### config.mk
export PLATFORM = sky130hd
export DESIGN_NAME = mem_stream_ctrl
export DESIGN_NICKNAME = d
export VERILOG_FILES = /design/src/rtl/mem_stream_ctrl.sv
export SDC_FILE = /design/constraint.sdc
export NUM_CORES = 1
export LEC_CHECK = 0
export ABC_AREA = 1
export CAP_MARGIN = 20
export CORE_MARGIN = 10
export CORE_UTILIZATION = 52
export DETAILED_ROUTE_END_ITERATION = 8
export PLACE_DENSITY = 0.85
export SETUP_SLACK_MARGIN = 0.4
export SLEW_MARGIN = 20
export SYNTH_ARGS = -nofsm -noshare
export SYNTH_HDL_FRONTEND = slang
export SYNTH_SLANG_ARGS = --single-unit
### constraint.sdc
create_clock -name clk -period 4.25 [get_ports clk]
set_input_delay 0.85 -clock clk [delete_from_list [all_inputs] [get_ports clk]]
set_output_delay 0.85 -clock clk [all_outputs]
set_load 0.01 [all_outputs]
### src/rtl/mem_stream_ctrl.sv
// Burst streaming controller for a sequential-address memory: loads a burst of
// words from the input stream, rewinds the pointer, and streams them back out.
module mem_stream_ctrl #(
  parameter int DATA_W = 16,
  parameter int DEPTH  = 1024,
  parameter int LEN_W  = 11
) (
  input  logic              clk,
  input  logic              reset,
  input  logic              start,
  input  logic [LEN_W-1:0]  length,
  input  logic [1:0]        rd_wait,
  output logic              busy,
  output logic              done,
  input  logic              s_valid,
  output logic              s_ready,
  input  logic [DATA_W-1:0] s_data,
  output logic              m_valid,
  input  logic              m_ready,
  output logic [DATA_W-1:0] m_data,
  output logic              mem_rst_n,
  output logic              mem_wr_en,
  output logic              mem_rd_en,
  output logic [DATA_W-1:0] mem_data_in,
  input  logic [DATA_W-1:0] mem_data_out,
  output logic              mem_multi_cycle_mode,
  output logic [1:0]        mem_cycle_count
);

  localparam logic [3:0] IDLE   = 4'd0;
  localparam logic [3:0] CLEAR  = 4'd1;
  localparam logic [3:0] LOAD   = 4'd2;
  localparam logic [3:0] WDRAIN = 4'd3;
  localparam logic [3:0] REWIND = 4'd4;
  localparam logic [3:0] RISSUE = 4'd5;
  localparam logic [3:0] RCAPT  = 4'd6;
  localparam logic [3:0] RDRAIN = 4'd7;
  localparam logic [3:0] FINISH = 4'd8;

  localparam logic [LEN_W-1:0] DEPTH_L = LEN_W'(DEPTH);
  localparam logic [LEN_W-1:0] ONE_L   = LEN_W'(1);

  logic [3:0]       state;
  logic [LEN_W-1:0] len;
  logic [LEN_W-1:0] cnt;
  logic [1:0]       wcnt;
  logic [LEN_W-1:0] len_sat;
  logic             out_free;

  // Both streams: a word moves on a clock edge where valid && ready; a source
  // holds valid and data steady until that edge, and ready never depends on valid.
  assign out_free = !m_valid || m_ready;
  assign len_sat  = (length > DEPTH_L) ? DEPTH_L : length;

  always_ff @(posedge clk) begin
    if (reset) begin
      state                <= IDLE;
      len                  <= '0;
      cnt                  <= '0;
      wcnt                 <= '0;
      busy                 <= 1'b0;
      done                 <= 1'b0;
      s_ready              <= 1'b0;
      m_valid              <= 1'b0;
      m_data               <= '0;
      mem_rst_n            <= 1'b0;
      mem_wr_en            <= 1'b0;
      mem_rd_en            <= 1'b0;
      mem_data_in          <= '0;
      mem_multi_cycle_mode <= 1'b0;
      mem_cycle_count      <= '0;
    end else begin
      done      <= 1'b0;
      mem_wr_en <= 1'b0;
      mem_rst_n <= 1'b1;
      if (m_valid && m_ready) m_valid <= 1'b0;

      case (state)
        IDLE: begin
          if (start) begin
            len                  <= len_sat;
            cnt                  <= '0;
            mem_cycle_count      <= rd_wait;
            mem_multi_cycle_mode <= (rd_wait != 2'd0);
            busy                 <= 1'b1;
            if (len_sat == '0) begin
              done  <= 1'b1;
              state <= FINISH;
            end else begin
              mem_rst_n <= 1'b0;
              state     <= CLEAR;
            end
          end
        end
        CLEAR: begin
          s_ready <= 1'b1;
          state   <= LOAD;
        end
        LOAD: begin
          if (s_valid && s_ready) begin
            mem_wr_en   <= 1'b1;
            mem_data_in <= s_data;
            cnt         <= cnt + ONE_L;
            if (cnt + ONE_L == len) begin
              s_ready <= 1'b0;
              state   <= WDRAIN;
            end
          end
        end
        WDRAIN: begin
          mem_rst_n <= 1'b0;
          cnt       <= '0;
          state     <= REWIND;
        end
        REWIND: state <= RISSUE;
        RISSUE: begin
          // The read window opens only once the previous word has left the output register.
          if (mem_rd_en) begin
            if (wcnt == mem_cycle_count) begin
              mem_rd_en <= 1'b0;
              state     <= RCAPT;
            end else begin
              wcnt <= wcnt + 2'd1;
            end
          end else if (out_free) begin
            mem_rd_en <= 1'b1;
            wcnt      <= '0;
          end
        end
        RCAPT: begin
          m_data  <= mem_data_out;
          m_valid <= 1'b1;
          cnt     <= cnt + ONE_L;
          state   <= (cnt + ONE_L < len) ? RISSUE : RDRAIN;
        end
        RDRAIN: begin
          if (m_valid && m_ready) begin
            done  <= 1'b1;
            state <= FINISH;
          end
        end
        FINISH: begin
          busy  <= 1'b0;
          state <= IDLE;
        end
        default: begin
          busy      <= 1'b0;
          s_ready   <= 1'b0;
          mem_rd_en <= 1'b0;
          state     <= IDLE;
        end
      endcase
    end
  end

endmodule

==> qor.yml <==
finish:
  fin_area_um2: 4510
  nNetsFinal: 599
  area_growth_pct: 32.8
  num_antenna_cells: 0
  drive_above_1_share_pct: 10.7
synth:
  synth_commonest_cells: "116 x nand2_1, 70 x dfxtp_1, 49 x nor2_1"
  synth_area_um2: 3400
  synth_most_common_cell: "nand2_1"
  synth_cells: 450
  ys_ff_latch: 70
  ys_seq_area_share_pct: 41.3
  syn-num-nets: 512
  synth_area_leaders: "dfxtp_1 41%, nand2_1 13%, a21oi_1 6.6%"
  synthDistinctLibCells: 36
  ys_warn_count: 0
  synth_top_area_share_pct: 41.3
  async_flop_share_pct: 0
  postSynthAreaPerCell_um2: 7.55
  synth_flop_cell: "dfxtp_1"
  synth_area_leader_cell: "dfxtp_1"
  synth_edf_count: 0
floorplan:
  core-area_um2: 6350
  initial_core_util_pct: 53.5
  fp.dieH_um: 101
  dieArea_um2: 10200
  rows: 29
  ios: 92
  die_width_um: 101
placement:
  pre_cts_ws_ns: 1.62
  post-dp-hpwl_mm: 6.49
  port_buffers: 91
  place.gp.congestion: 0.910
  postPlaceCellArea_um2: 4300
global_route:
  global_route.usage.met2_pct: 27.5
  grtUsageMet3_pct: 7.13
  grt_use_total_pct: 17.2
  grtUsageMet1_pct: 20.1
  busiest_layer: "met2"
  grt_pass1_vias: 3156
  grt_max_degree: 53
  grt_pass1_wl_mm: 14.5
  antenna_found_initial: 0
  overflow: 0
clock_network:
  path_clk_slew_ns: 0.07
  holdBufCountCts: 0
  root_buffer: "clkbuf_8"
  h-tree-depth: 3
  postCtsSetupRepairBufs: 0
  cts_max_path_buffers: 2
  cts.sinks: 70
  cts-resized-gates: 0
  cts_tree: "done"
  clk_latency_ns: 0.34
  cts-buffers-inserted: 9
sta:
  fin_crit_ns: 2.56
  finClkSkew_ns: 0.00669
  setup_slack_ns: 1.69
  report.final.hold_viol_count: 0
  rsz0062_at_grt: "false"
  tightest_slew_ns: 0.622
  timing.slew.headroom_pct: 58.3
  final-max-slew-violation-count: 0
  fmaxAchievable_mhz: 391
  hold_slack_ns: 0.469
  period_share_pct: 60.3
  setup_tns_ns: 0
  setup_violations: 0
run:
  maxCapViolCount: 0
detailed_routing:
  wl_mm: 8.72
  vias_per_cell: 5.15
  first_pass_iters: 5
  ant_nets: 0
  wl_per_cell_um: 14.1
  dr_total_vias: 3190
  drt_iter0_drc: 139
  drc_errors: 0
worst_hold_path:
  hold_class: "reg2reg"
critical_path:
  worstSetupStartpointType: "register"
  slowest_stage: "dfxtp_1"
  path_cells: "ha_1, nand2_1, nor3_1, xor2_1, ha_1, nand2_1, nor2_1, nand3_1, a21oi_1, nand2_1, nor2_2, nand2_1, a21oi_1"
  worst-path-max-fanout: 7
  worstPathRequired_ns: 4.52
  slowest_delay_ns: 0.44
  crit_top_cell: "nand2_1"
  cp_data_arrival_time_ns: 2.83
  crit_type: "reg2reg"
  cp-end-kind: "register"
power_and_ir_drop:
  total_power_mw: 1.80
  peakVddDrop_mv: 0.238
  cellPowerDensity_nw_per_um2: 399
  p_leak_nw: 1.72
run_status:
  status: "finished, final reports clean"
## per-stage QoR
step / std cells / util (%)
after global routing: 619 / 71.0
after CTS: 619 / 71.0
final: 619 / 71.0
after global placement: 603 / 67.7
after detailed placement: 603 / 67.7
after floorplan: 450 / -
## placed cells by master, fill, tap and decap left out, drive strengths merged, types with 10 or more instances in the layout
cell           netlist  final
clkdlybuf4s50        0     90
dfxtp               70     70
inv                 39     39
o21ai               22     22
a21oi               56     56
nand2              120    120
ha                  12     12
nand3               30     30
clkbuf               8     10
nor2                59     59
## registers in the layout, indices dropped and copies added (netlist names)
name,count
m_data,16
mem_wr_en,1
state,4
busy,1
mem_multi_cycle_mode,1
cnt,11
s_ready,1
mem_data_in,16
mem_cycle_count,2
m_valid,1
len,11
done,1
mem_rd_en,1
wcnt,2
mem_rst_n,1
## power by group
| part | switching (mW) | internal [mW] | total, mW |
|---|---|---|---|
| Sequential | 0.0424 | 0.699 | 0.741 |
| Clock | 0.250 | 0.329 | 0.580 |
| Combinational | 0.293 | 0.187 | 0.480 |
| Total | 0.586 | 1.22 | 1.80 |
## worst max-delay path: cells and delay by family, from the launching register on
kind | cells | cell delay, ns
flops | 1 | 0.44
xor+xnor | 1 | 0.14
simple gates | 8 | 1.07
compound gates | 2 | 0.28
fa+ha+maj | 2 | 0.58
## logic make-up after synthesis
logic type,synth area share (%)
AOI/OAI and AO/OA,14.6
xor gates and xnor gates,2.58
adders and majority gates,4.42
buffers and inverters,7.74
DFF,41.3
and+or+nand+nor,29.4
## final timing paths
check | start | endpoint | slack, ns | cells after the start
hold reg to reg | mem_data_in[0] | mem_data_in[0] | 0.47 | 2
hold / removal | mem_data_in[0] | mem_data_in[0] | 0.47 | 2
setup reg to reg | cnt[0] | state[2] | 1.69 | 13
setup / recovery | cnt[0] | state[2] | 1.69 | 13
## metal layers
layer	wire length, µm	vias up
met5	0	-
met4	134	0
met1	3720	1436
li1	-	1620
met3	898	12
met2	3970	122
## area by class of cell
cell class | instances | area [µm²]
sequential | 70 | 1400
timing repair buffer | 92 | 913
fill | 480 | 1840
tap | 77 | 96.3
multi-input combinational | 323 | 1730
inverter | 41 | 154
clock inverter | 6 | 86.3
clock buffer | 10 | 128
(Power assumes the default switching activity.)
